**src/rtl/alu_issue_ctrl.sv**
```systemverilog
// alu_issue_ctrl: execute-stage initiator for an external combinational ALU.
// S1 holds the decoded instruction and drives the ALU. S2 registers the ALU
// result, flags-derived branch outcome and writeback controls for downstream.
module alu_issue_ctrl #(
    parameter int XLEN       = 32,
    parameter int REG_ADDR_W = 5
) (
    input  logic                  clk,
    input  logic                  rst,
    // upstream instruction handshake
    input  logic                  in_valid,
    output logic                  in_ready,
    input  logic [6:0]            in_opcode,
    input  logic [2:0]            in_funct3,
    input  logic [6:0]            in_funct7,
    input  logic [XLEN-1:0]       in_rs1_val,
    input  logic [XLEN-1:0]       in_rs2_val,
    input  logic [XLEN-1:0]       in_imm,
    input  logic [REG_ADDR_W-1:0] in_rd,
    // ALU interface
    output logic [XLEN-1:0]       alu_a,
    output logic [XLEN-1:0]       alu_b,
    output logic [2:0]            alu_op,
    input  logic [XLEN-1:0]       alu_result,
    input  logic                  alu_sf,
    input  logic                  alu_zf,
    // downstream writeback handshake
    output logic                  out_valid,
    input  logic                  out_ready,
    output logic [XLEN-1:0]       out_result,
    output logic [REG_ADDR_W-1:0] out_rd,
    output logic                  out_we,
    output logic                  out_is_branch,
    output logic                  out_branch_taken,
    output logic                  out_illegal
);

    // Instruction classes handled by this unit
    localparam logic [6:0] OPC_OP     = 7'b0110011;
    localparam logic [6:0] OPC_OP_IMM = 7'b0010011;
    localparam logic [6:0] OPC_BRANCH = 7'b1100011;

    localparam logic [6:0] F7_BASE   = 7'b0000000;
    localparam logic [6:0] F7_ALT    = 7'b0100000;
    localparam logic [6:0] F7_MULDIV = 7'b0000001;

    // ALU opcode map
    localparam logic [2:0] ALU_ADD  = 3'd0;
    localparam logic [2:0] ALU_SUB  = 3'd1;
    localparam logic [2:0] ALU_AND  = 3'd2;
    localparam logic [2:0] ALU_OR   = 3'd3;
    localparam logic [2:0] ALU_XOR  = 3'd4;
    localparam logic [2:0] ALU_MUL  = 3'd5;
    localparam logic [2:0] ALU_MULH = 3'd6;
    localparam logic [2:0] ALU_NONE = 3'd7;

    // Branch funct3 encodings
    localparam logic [2:0] BR_EQ = 3'b000;
    localparam logic [2:0] BR_NE = 3'b001;
    localparam logic [2:0] BR_LT = 3'b100;
    localparam logic [2:0] BR_GE = 3'b101;

    // ------------------------------------------------------------------
    // Handshake
    // ------------------------------------------------------------------
    logic s1_valid;
    logic s2_free;
    logic s1_advance;
    logic accept;

    assign s2_free    = !out_valid || out_ready;
    assign s1_advance = s1_valid && s2_free;
    assign in_ready   = !s1_valid || s2_free;
    assign accept     = in_valid && in_ready;

    // ------------------------------------------------------------------
    // Decode of the incoming fields
    // ------------------------------------------------------------------
    logic            arith_ok;
    logic [2:0]      arith_op;
    logic            dec_legal;
    logic            dec_use_imm;
    logic            dec_branch;
    logic [2:0]      dec_op;
    logic [XLEN-1:0] dec_a;
    logic [XLEN-1:0] dec_b;

    // funct3 to ALU op for the shared add/xor/or/and group
    always_comb begin
        // NOTE: every signal gets a default before the case so no path leaves it unassigned and infers a latch.
        arith_ok = 1'b1;
        arith_op = ALU_NONE;
        case (in_funct3)
            3'b000:  arith_op = ALU_ADD;
            3'b100:  arith_op = ALU_XOR;
            3'b110:  arith_op = ALU_OR;
            3'b111:  arith_op = ALU_AND;
            default: arith_ok = 1'b0;
        endcase
    end

    // Classify the instruction and pick the ALU operation
    always_comb begin
        dec_legal   = 1'b0;
        dec_use_imm = 1'b0;
        dec_branch  = 1'b0;
        dec_op      = ALU_NONE;
        case (in_opcode)
            OPC_OP: begin
                if (in_funct7 == F7_BASE) begin
                    dec_legal = arith_ok;
                    dec_op    = arith_op;
                end else if (in_funct7 == F7_ALT && in_funct3 == 3'b000) begin
                    dec_legal = 1'b1;
                    dec_op    = ALU_SUB;
                end else if (in_funct7 == F7_MULDIV && in_funct3 == 3'b000) begin
                    dec_legal = 1'b1;
                    dec_op    = ALU_MUL;
                end else if (in_funct7 == F7_MULDIV && in_funct3 == 3'b001) begin
                    dec_legal = 1'b1;
                    dec_op    = ALU_MULH;
                end
            end
            OPC_OP_IMM: begin
                // funct7 carries immediate bits here and is ignored
                dec_legal   = arith_ok;
                dec_op      = arith_op;
                dec_use_imm = 1'b1;
            end
            OPC_BRANCH: begin
                case (in_funct3)
                    BR_EQ, BR_NE, BR_LT, BR_GE: begin
                        dec_legal  = 1'b1;
                        dec_branch = 1'b1;
                        dec_op     = ALU_SUB;
                    end
                    default: ;
                endcase
            end
            default: ;
        endcase
        if (!dec_legal) begin
            dec_op = ALU_NONE;
        end
    end

    assign dec_a = dec_legal ? in_rs1_val : '0;
    assign dec_b = !dec_legal ? '0 : (dec_use_imm ? in_imm : in_rs2_val);

    // ------------------------------------------------------------------
    // S1: issue register driving the ALU
    // ------------------------------------------------------------------
    logic [2:0]            s1_op;
    logic [XLEN-1:0]       s1_a;
    logic [XLEN-1:0]       s1_b;
    logic [REG_ADDR_W-1:0] s1_rd;
    logic [2:0]            s1_funct3;
    logic                  s1_branch;
    logic                  s1_illegal;

    // S1 valid follows accept/advance; payload loads only on accept
    always_ff @(posedge clk) begin
        // NOTE: sequential state uses non-blocking assignments so every register samples pre-edge values.
        if (rst) begin
            // NOTE: only the valid bit is reset; the payload is don't-care while invalid and is masked at the ALU port.
            s1_valid <= 1'b0;
        end else if (accept) begin
            s1_valid   <= 1'b1;
            s1_op      <= dec_op;
            s1_a       <= dec_a;
            s1_b       <= dec_b;
            s1_rd      <= in_rd;
            s1_funct3  <= in_funct3;
            s1_branch  <= dec_branch;
            s1_illegal <= !dec_legal;
        end else if (s1_advance) begin
            s1_valid <= 1'b0;
        end
    end

    assign alu_op = s1_valid ? s1_op : ALU_NONE;
    assign alu_a  = s1_valid ? s1_a  : '0;
    assign alu_b  = s1_valid ? s1_b  : '0;

    // ------------------------------------------------------------------
    // Branch resolution from the ALU subtract result and flags
    // ------------------------------------------------------------------
    logic br_ovf;
    logic br_lt;
    logic br_taken;

    // Signed less-than is SF xor overflow of rs1 - rs2
    always_comb begin
        br_ovf   = (s1_a[XLEN-1] != s1_b[XLEN-1]) && (alu_result[XLEN-1] != s1_a[XLEN-1]);
        br_lt    = alu_sf ^ br_ovf;
        br_taken = 1'b0;
        case (s1_funct3)
            BR_EQ:   br_taken = alu_zf;
            BR_NE:   br_taken = !alu_zf;
            BR_LT:   br_taken = br_lt;
            BR_GE:   br_taken = !br_lt;
            default: br_taken = 1'b0;
        endcase
    end

    // ------------------------------------------------------------------
    // S2: registered writeback record
    // ------------------------------------------------------------------
    // Capture on advance, drop valid when consumed, hold everything on stall
    always_ff @(posedge clk) begin
        if (rst) begin
            out_valid        <= 1'b0;
            out_result       <= '0;
            out_rd           <= '0;
            out_we           <= 1'b0;
            out_is_branch    <= 1'b0;
            out_branch_taken <= 1'b0;
            out_illegal      <= 1'b0;
        end else if (s1_advance) begin
            out_valid        <= 1'b1;
            out_result       <= s1_illegal ? '0 : alu_result;
            out_rd           <= s1_rd;
            out_we           <= !s1_illegal && !s1_branch && (s1_rd != '0);
            out_is_branch    <= s1_branch;
            out_branch_taken <= s1_branch && br_taken;
            out_illegal      <= s1_illegal;
        end else if (out_ready) begin
            out_valid <= 1'b0;
        end
    end

endmodule

```
**config.mk**
```make
export PLATFORM = sky130hd
export DESIGN_NAME = alu_issue_ctrl
export DESIGN_NICKNAME = d
export VERILOG_FILES = /design/src/rtl/alu_issue_ctrl.sv
export SDC_FILE = /design/constraint.sdc
export NUM_CORES = 1
export LEC_CHECK = 0
export ABC_AREA = 1
export BUFFER_PORTS_ARGS = -buffer_cell sky130_fd_sc_hd__buf_4
export CORE_MARGIN = 5
export CORE_UTILIZATION = 40
export CTS_CLUSTER_DIAMETER = 30
export DETAILED_ROUTE_END_ITERATION = 6
export GPL_ROUTABILITY_DRIVEN = 1
export PLACE_DENSITY = 0.7
export SYNTH_ARGS = -nofsm -noshare
export SYNTH_HDL_FRONTEND = slang
export SYNTH_SLANG_ARGS = --single-unit
```
**constraint.sdc**
```tcl
create_clock -name clk -period 2.8 [get_ports clk]
set_input_delay 0.42 -clock clk [delete_from_list [all_inputs] [get_ports clk]]
set_output_delay 0.42 -clock clk [all_outputs]
set_load 0.03 [all_outputs]
```
Yosys cells after proc, flatten, opt, wreduce, memory -nomap -nowiden
Cells that the tools add are included.
{ "classes": {"n_eq_ne": 15, "n_mux": 25, "n_bitwise": 2, "reduce_logical": 27} }
{ "ops": {"columns": ["op", "count"], "rows": [
  ["$mux 32", 4],
  ["$eq 3x3->1 const B", 6],
  ["$eq 7x6->1 const B", 2],
  ["$mux 1", 12],
  ["$mux 3", 4],
  ["$pmux 3 s4", 1],
  ["$logic_and 1x1->1", 9],
  ["$pmux 3 s3", 1],
  ["$reduce_or 4->1", 2],
  ["$eq 7x1->1 const B", 1],
  ["$eq 7x5->1 const B", 1],
  ["$eq 7x7->1 const B", 1],
  ["$logic_not 1->1", 7],
  ["$logic_not 7->1", 1],
  ["$eq 3x1->1 const B", 2],
  ["$logic_not 3->1", 2],
  ["$reduce_bool 5->1", 1],
  ["$pmux 1 s4", 1],
  ["$reduce_bool 2->1", 2],
  ["$pmux 1 s3", 1],
  ["$logic_or 1x1->1", 2],
  ["$mux 2", 1],
  ["$ne 1x1->1", 2],
  ["$reduce_and 2->1", 1],
  ["2 further kinds", 2]
]} }
{ "totals": {"regBits": 120, "in_bits": 156, "output_inout_bits": 110, "elab_cells": 84} }

Logic depth before layout (Yosys ltp)
Gate-level depths: netlist (run 1).
{ "depth": {"word_depth": 8, "depth_mapped": 11} }

Least setup slack after synthesis (run 1)
OpenSTA, ideal clock, no wires.
{ "synth_timing": {"path_kind": "reg2reg", "from": "register out_valid", "to": "register s1_a[0], enable pin", "setup_ns": 0.431, "t_arrival_ns": 2.378, "t_required_ns": 2.369, "setup_slack_ns": -0.009, "path_stages_with_launch": 4, "period_less_slack_ns": 2.809, "cell_sequence": "dfxtp_1 nand3_1 nand3_1 inv_1"} }
{ "synth_via": {"elab_chain_cells": 5} }
{ "synth_rtl": {"columns": ["element", "line", "rtl"], "rows": [
  ["start, declared", "28", "output logic out_valid,"],
  ["start signal, assigned", "212", "out_valid <= 1'b0;"],
  ["start signal, assigned", "220", "out_valid <= 1'b1;"],
  ["start signal, assigned", "228", "out_valid <= 1'b0;"],
  ["$logic_not 1->1", "71", "assign s2_free = !out_valid || out_ready;"],
  ["$logic_or 1x1->1", "71", null],
  ["$logic_or 1x1->1", "73", "assign in_ready = !s1_valid || s2_free;"],
  ["net in_ready", "12", "output logic in_ready,"],
  ["$logic_and 1x1->1", "74", "assign accept = in_valid && in_ready;"],
  ["$reduce_and 2->1 (no source line)", null, null],
  ["end signal, assigned", "170", "s1_a <= dec_a;"],
  ["end, declared", "154", "logic [XLEN-1:0] s1_a;"]
]} }
The timed path passes the listed nets, and every way through them passes these cells.
A chain may end at the register's enable or synchronous reset.

Worst setup path in the final report (run 1)
{ "layout_timing": {"from": "register s1_valid", "to": "register out_branch_taken"} }
{ "layout_via": {"elab_chain_cells": 1} }
{ "layout_rtl": {"columns": ["element", "line", "rtl"], "rows": [
  ["start, declared", "66", "logic s1_valid;"],
  ["start signal, assigned", "166", "s1_valid <= 1'b0;"],
  ["start signal, assigned", "168", "s1_valid <= 1'b1;"],
  ["start signal, assigned", "177", "s1_valid <= 1'b0;"],
  ["$logic_and 1x1->1", "72", "assign s1_advance = s1_valid && s2_free;"],
  ["end signal, assigned", "225", "out_branch_taken <= s1_branch && br_taken;"],
  ["end, declared", "34", "output logic out_branch_taken,"]
]} }
Every way passes these cells.

==> results of run 1 <==
-- registers in the layout (all words and copies together), names as in the netlist --
signal / cells
s1_funct3: 3
out_branch_taken: 1
s1_valid: 1
s1_a: 32
s1_branch: 1
out_rd: 5
s1_op: 3
out_valid: 1
s1_rd: 5
out_we: 1
out_result: 32
out_illegal: 1
out_is_branch: 1
s1_illegal: 1
s1_b: 32
-- placed cells by master (no fill, tap or decap) --
cell	instances
buf_4	274
nand2_1	155
inv_1	154
nor2_1	116
edfxtp_1	77
nand3_1	51
dfxtp_1	42
a22oi_1	32
clkbuf_16	18
o21ai_0	10
a21oi_1	9
clkbuf_8	6
clkbuf_1	6
or2_2	4
nor3_1	4
nand4_1	2
a21oi_2	1
a21boi_1	1
inv_2	1
nor3_4	1
nand2_2	1
o21ai_1	1
a21oi_4	1
clkinvlp_4	1
nor2_2	1
a211oi_1	1
clkinv_2	1
buf_12	1
dfxtp_2	1
-- how the worst max path moves through the flow --
stage | end | cells past startpoint
2_1_floorplan | s1_a[0] | 3
3_3_place_gp | s1_a[1] | 8
3_5_place_dp | s1_a[1] | 8
4_1_cts | out_branch_taken | 7
5_1_grt | out_branch_taken | 7
6_report | out_branch_taken | 7
-- power groups by stage --
stage	registers [mW]	logic [mW]	clock network [mW]
2_1_floorplan	2.05	0.278	0
3_3_place_gp	2.01	0.653	0
3_5_place_dp	2.02	0.655	0
4_1_cts	1.98	0.658	2.06
5_1_grt	1.99	0.709	2.15
6_report	1.98	0.649	2.01
-- kinds of logic after synthesis --
family | Yosys count | synth area share (%)
AO/OA/AOI/OAI | 56 | 6.524
buffers and inverters | 190 | 13.42
flip-flops | 120 | 56.08
AND/OR/NAND/NOR | 335 | 23.97
-- cell type report --
cell class / count / area (um2) / share of cell area [%]
flip-flops and latches: 120 / 3174 / 37.94
clock inverters: 1 / 5.005 / 0.05983
repair buffers: 275 / 2077 / 24.83
inverters: 156 / 589.3 / 7.045
clock buffers: 30 / 555.5 / 6.641
well taps: 180 / 225.2 / 2.692
multi-input cells: 391 / 1739 / 20.79
-- routing by layer --
metal  vias up  track usage (%)  wire, um
li1       2678                -         -
met1      2255            20.97      5977
met2       218            30.12      7439
met3        15            9.008      1936
met4         0            5.930       207
met5         -                0         0
-- per-stage QoR --
stage               setup slack (ns)  area, um2  total power [mW]  instances
global placement              0.7883       7805             2.667       1122
detailed placement            0.7162       7805             2.672       1122
finish                        0.8678       8366             4.646       1153
CTS                           0.8310       8366             4.703       1153
floorplan                     0.1736       5662             2.333        701
global route                  0.6555       8366             4.844       1153
-- critical path, cell delays in order (launching register included) --
cell	delay, ns
dfxtp_2	0.33
buf_4	0.29
nand2_1	0.38
inv_1	0.40
nand2_1	0.16
nor2_1	0.11
nand2_1	0.07
a21oi_1	0.11
==> tab_implementation.tex, run 1 <==
\begin{tabular}{lr}
\hline
Metric & Value \\
\hline
\multicolumn{2}{l}{\textbf{CTS}} \\
\quad Maximum number of buffers from clock root to sink & 2 \\
\quad Number of sinks on the clock net & 120 \\
\quad Root buffer selected by CTS & clkbuf\_16 \\
\quad H-tree level count & 4 \\
\quad Quantity of hold-fixing buffers added after cts & 0 \\
\quad TritonCTS clock tree & built \\
\quad Post-CTS Setup Bufs & 0 \\
\quad Cells resized by post-CTS repair & 0 \\
\quad Clock transition at path regs & 0.05 ns \\
\quad Number of clock buffers inserted by TritonCTS & 17 \\
\quad Worst-skew pair later-pin latency & a little over 0.4 ns \\
\multicolumn{2}{l}{\textbf{Yosys}} \\
\quad Number of enable-type register cells in the synthesized netlist & 77 \\
\quad Sequential-to-total area share from yosys stat & a little under three fifths \\
\quad Register bit count reported by yosys & 120 \\
\quad Mapped cell area & 5658 um2 \\
\quad Fraction of registers with async set or reset after synthesis & 0\% \\
\quad Library cell with the largest summed area after synthesis & edfxtp\_1 \\
\quad Cell count after synthesis & 701 \\
\quad Flip-flop cell with the highest count after synthesis & edfxtp\_1 \\
\quad Yosys cell types & 23 \\
\quad Total number of yosys warnings & 0 \\
\quad Leading cell types by total area after synthesis & edfxtp\_1 (41\%), dfxtp\_1 (15\%), inv\_1 (10\%) \\
\quad Most used standard cells in the synthesized netlist & inv\_1 (155), nand2\_1 (155), nor2\_1 (117) \\
\quad Avg Inst Size Synth & 8.071 um2 \\
\quad Post-synth net total & 857 \\
\quad Top-area cell type share of the netlist area & 40.87\% \\
\multicolumn{2}{l}{\textbf{Place}} \\
\quad Port-buffer cells & 265 \\
\quad Final weighted congestion of routability-driven global placement & slightly below 0.8 \\
\quad Detail Placement HPWL & around 12,000 um \\
\multicolumn{2}{l}{\textbf{Global route}} \\
\quad First-pass GRT wire length & 23,610 um \\
\quad Global router's overall resource usage & between 10\% and 20\% \\
\quad Number of antenna violations at the first check in global routing & 0 \\
\quad Largest net degree at the start of global routing & a little under 80 \\
\quad Sum of overflow across all layers after global routing & 0 \\
\quad Vias in the first global route & between 4,000 and 5,000 \\
\multicolumn{2}{l}{\textbf{STA}} \\
\quad Clock Skew & $\sim$0.0071 ns \\
\quad Minimum period implied by the final worst setup slack & 1.932 ns \\
\quad Final setup violation count & 0 \\
\quad Final hold vios & 0 \\
\quad Headroom to the max-slew limit & 66.58\% \\
\quad F\_max & 0.5176 GHz \\
\quad Measured slew at the worst slew-check pin & 0.5001 ns \\
\quad Period Utilization, post-route & 69.01\% \\
\quad Pins over their slew limit & 0 \\
\quad Min Hold Slack & about 0.19 ns \\
\quad RSZ-0062 raised after global routing & no \\
\quad Total negative setup slack & 0 ns \\
\multicolumn{2}{l}{\textbf{Setup path}} \\
\quad CP Capture Type & flop \\
\quad Startpoint type of the worst setup path & flop \\
\quad Required time of the critical path & 3.14 ns \\
\quad CP Launch Point & s1\_valid \\
\quad Crit Path Max Fanout & 28 \\
\quad Launch instance of the worst register-to-register path & s1\_valid \\
\quad End of the worst register-to-register path & out\_branch\_taken \\
\quad Category of the critical setup timing path & reg2reg \\
\quad Data arrival time of the critical path & 2.27 ns \\
\quad Depth of the worst register-to-register path & 7 \\
\quad Slack of the worst reg-to-reg path & 0.87 ns \\
\multicolumn{2}{l}{\textbf{Power}} \\
\quad Total power density per cell area & 555.4 nW/um2 \\
\quad Switching share of power & 23.41\% \\
\quad Sequential Power Share & 42.7\% \\
\quad Combinational share of power & 14.0\% \\
\quad Clock Power Share & a little over two fifths \\
\quad Maximum VDD drop & $\sim$0.00043 V \\
\quad Sw Pwr & 1.088 mW \\
\quad P\_leak & 4.492 nW \\
\quad Internal power summed over all cells & 3.559 mW \\
\multicolumn{2}{l}{\textbf{Final layout}} \\
\quad Share of final-layout standard cells stronger than drive strength 1 & 32.07\% \\
\quad Final core utilization & 60.27\% \\
\quad Filler cells & roughly 1,300 \\
\quad Antenna Cells & 0 \\
\quad Synth-to-Final Area Change & 47.85\% \\
\quad Post-layout net count & 1,117 \\
\multicolumn{2}{l}{\textbf{Routing}} \\
\quad \# DRC & 0 \\
\quad Drt pass-1 iters & 5 \\
\quad Number of violations reported at the end of detailed-routing iteration 0 & around 290 \\
\quad Drt total wl & 15,560 um \\
\quad Detailed-route via count & 5,166 \\
\quad Number of nets still failing antenna checks after routing & 0 \\
\quad Average routed wire per standard cell & 13.50 um \\
\quad Average via count per standard cell & 4.480 \\
\multicolumn{2}{l}{\textbf{Status}} \\
\quad Outcome & complete, no violations \\
\multicolumn{2}{l}{\textbf{Worst hold path}} \\
\quad Hold path cells & 1 \\
\quad Startpoint of the tightest hold check path & in\_rd[1] \\
\quad Type of the most critical hold path & in2reg \\
\quad Hold EP & s1\_rd[1] \\
\multicolumn{2}{l}{\textbf{Floorplan}} \\
\quad Total Die Area & roughly 17,000 um2 \\
\quad Row Count & 43 \\
\quad Top-level port count & 266 \\
\quad Die width & about 130 um \\
\quad Initial core utilization & 40.76\% \\
\quad Core area & 13,880 um2 \\
\quad Height of the die & 128.9 um \\
\multicolumn{2}{l}{\textbf{Flow run}} \\
\quad Total of max-cap violations & 0 \\
\hline
\end{tabular}
No activity file was read; power rests on OpenSTA's default activity.
==> inputs of run 2 (changes only) <==
==> constraint.sdc (replaced) <==
create_clock -name clk -period 1.8 [get_ports clk]
set_input_delay 0.27 -clock clk [delete_from_list [all_inputs] [get_ports clk]]
set_output_delay 0.27 -clock clk [all_outputs]
set_load 0.03 [all_outputs]
==> tab_implementation.tex, run 2 (synthesis gave the netlist of run 1 again) <==
\begin{tabular}{lr}
\hline
Metric & Value \\
\hline
\multicolumn{2}{l}{\textbf{Status}} \\
\quad Outcome & complete, no violations \\
\multicolumn{2}{l}{\textbf{Routing}} \\
\quad Number of violations reported at the end of detailed-routing iteration 0 & 204 \\
\quad Average via count per standard cell & 4.458 \\
\quad Number of nets still failing antenna checks after routing & 0 \\
\quad Drt pass-1 iters & 4 \\
\quad \# DRC & 0 \\
\quad Detailed-route via count & 5,154 \\
\quad Drt total wl & 15,400 um \\
\quad Average routed wire per standard cell & 13.33 um \\
\multicolumn{2}{l}{\textbf{Place}} \\
\quad Placed Area & 7879 um2 \\
\quad Final weighted congestion of routability-driven global placement & just under 0.8 \\
\quad Port-buffer cells & 265 \\
\quad Post-Place Setup Slack & -0.07560 ns \\
\quad Detail Placement HPWL & 11,650 um \\
\multicolumn{2}{l}{\textbf{Setup path}} \\
\quad End of the worst register-to-register path & s1\_b[29] \\
\quad Buf/Inv on CP & 3 \\
\quad Delay of the slowest cell on the worst path & slightly above 0.4 ns \\
\quad Gate family responsible for the most delay along the worst path & buffers and inverters \\
\quad Stages on worst setup path & 4 \\
\quad Slack of the worst reg-to-reg path & approximately 0.42 ns \\
\quad Critical Path Slowest Stage Cell & dfxtp\_2 \\
\quad Data arrival time of the critical path & 1.43 ns \\
\quad Crit Path Max Fanout & 28 \\
\quad Required time of the critical path & about 1.5 ns \\
\quad Category of the critical setup timing path & reg2out \\
\quad Launch instance of the worst register-to-register path & s1\_valid \\
\quad CP Capture Type & primary output \\
\quad Depth of the worst register-to-register path & 4 \\
\quad Cells along the critical path & buf\_6 > nand2\_1 > inv\_1 > buf\_4 \\
\quad Startpoint type of the worst setup path & flop \\
\multicolumn{2}{l}{\textbf{Global route}} \\
\quad First-pass GRT wire length & approximately 23,000 um \\
\quad Global router's overall resource usage & 18.08\% \\
\quad Number of antenna violations at the first check in global routing & 0 \\
\quad Sum of overflow across all layers after global routing & 0 \\
\quad Largest net degree at the start of global routing & 78 \\
\quad Vias in the first global route & approximately 5,000 \\
\multicolumn{2}{l}{\textbf{Floorplan}} \\
\quad Top-level port count & $\sim$270 \\
\quad Total Die Area & 16,620 um2 \\
\quad Height of the die & 128.9 um \\
\quad Row Count & 43 \\
\quad Initial core utilization & 40.76\% \\
\quad Core area & approximately 14,000 um2 \\
\quad Die width & roughly 130 um \\
\multicolumn{2}{l}{\textbf{CTS}} \\
\quad Maximum number of buffers from clock root to sink & 2 \\
\quad TritonCTS clock tree & built \\
\quad Root buffer selected by CTS & clkbuf\_16 \\
\quad Worst-skew pair later-pin latency & slightly above 0.4 ns \\
\quad Number of clock buffers inserted by TritonCTS & 17 \\
\quad Post-CTS Setup Bufs & 0 \\
\quad Number of sinks on the clock net & between 100 and 150 \\
\quad Clock transition at path regs & around 0.05 ns \\
\quad H-tree level count & 4 \\
\multicolumn{2}{l}{\textbf{STA}} \\
\quad Worst setup slack after layout & 0.1015 ns \\
\quad Headroom to the max-slew limit & between 70\% and 80\% \\
\quad Clock Skew & 0.005855 ns \\
\quad Measured slew at the worst slew-check pin & between 0.4 and 0.5 ns \\
\quad Period Utilization, post-route & 94.36\% \\
\quad Total negative setup slack & 0 ns \\
\quad Min Hold Slack & 0.04329 ns \\
\quad RSZ-0062 raised after global routing & no \\
\quad Pins over their slew limit & 0 \\
\quad F\_max & just under 0.6 GHz \\
\quad Minimum period implied by the final worst setup slack & 1.699 ns \\
\quad Final setup violation count & 0 \\
\quad Final hold vios & 0 \\
\multicolumn{2}{l}{\textbf{Power}} \\
\quad Maximum VDD drop & 0.0006448 V \\
\quad Total power density per cell area & 878.3 nW/um2 \\
\quad P\_leak & around 4.6 nW \\
\multicolumn{2}{l}{\textbf{Worst hold path}} \\
\quad Hold path cells & 1 \\
\quad Hold EP & s1\_rd[1] \\
\quad Startpoint of the tightest hold check path & in\_rd[1] \\
\quad Type of the most critical hold path & in2reg \\
\multicolumn{2}{l}{\textbf{Final layout}} \\
\quad Filler cells & 1,251 \\
\quad Share of final-layout standard cells stronger than drive strength 1 & 32.99\% \\
\quad Largest registers ranked by flip-flop count & out\_result x32, s1\_a x32, s1\_b x32 \\
\quad Most used cells in the layout excluding fill and tap cells & buf\_4 (271), nand2\_1 (155), inv\_1 (154) \\
\quad Final design instance area without fill & approximately 8500 um2 \\
\quad Synth-to-Final Area Change & 50.27\% \\
\quad Antenna Cells & 0 \\
\quad Post-layout net count & between 1,000 and 1,500 \\
\quad Most common cell after layout, fill and taps aside & buf\_4 \\
\multicolumn{2}{l}{\textbf{Flow run}} \\
\quad Total of max-cap violations & 0 \\
\hline
\end{tabular}
-- run 2: cell types whose count changed in the layout (fill, tap and decap cells not counted), moves of 2 or more --
| cell | before | now |
|---|---|---|
| buf_12 | 1 | 4 |
| buf_4 | 274 | 271 |
| clkbuf_1 | 6 | 2 |
| clkbuf_16 | 18 | 20 |
| clkinv_2 | 1 | 3 |
| nand3_1 | 51 | 49 |
-- run 2: what timing repair did --
action	CTS	global route
hold buffers	0	0
endpoints found under the setup margin	5	27
gates resized for setup	1	2
endpoints found under the hold margin	0	0
-- run 2: report_power, final --
group          switching, mW  internal, mW
registers             0.0433          3.04
logic                  0.569         0.448
clock network           1.14          2.22
total                   1.76          5.71
-- run 2: stage by stage --
stage / util [%] / instances / total power [mW]
after floorplan: - / 701 / 3.631
after global placement: 56.76 / 1124 / 4.153
after detailed placement: 56.76 / 1124 / 4.161
after CTS: 61.20 / 1156 / 7.563
after global routing: 61.25 / 1156 / 7.781
final: 61.25 / 1156 / 7.468
-- run 2: worst max-delay path by stage --
stage,startpoint,end,slack (ns)
3_3_place_gp,in_funct7[3],s1_a[1],0.006
2_1_floorplan,out_valid,s1_a[0],-0.36
5_1_grt,s1_valid,alu_b[3],0.01
3_5_place_dp,in_funct7[3],s1_a[30],-0.08
4_1_cts,s1_valid,alu_b[3],0.001
6_report,s1_valid,alu_b[3],0.10
-- run 2: metal layers --
metal	share of wire (%)	vias up	GRT usage, %	wire length (um)
li1	-	2686	-	-
met1	40	2241	20.50	6129
met2	47	206	29.79	7182
met3	12	21	8.302	1844
met4	1.6	0	7.041	248
met5	0	-	0	0
-- run 2: final cells by class --
cell class / count / area (um2) / share of cell area [%]
inverters: 156 / 589.3 / 6.932
clock inverters: 4 / 21.27 / 0.2502
repair buffers: 277 / 2141 / 25.18
flip-flops and latches: 120 / 3178 / 37.38
clock buffers: 28 / 590.6 / 6.946
multi-input cells: 391 / 1757 / 20.66
well taps: 180 / 225.2 / 2.649
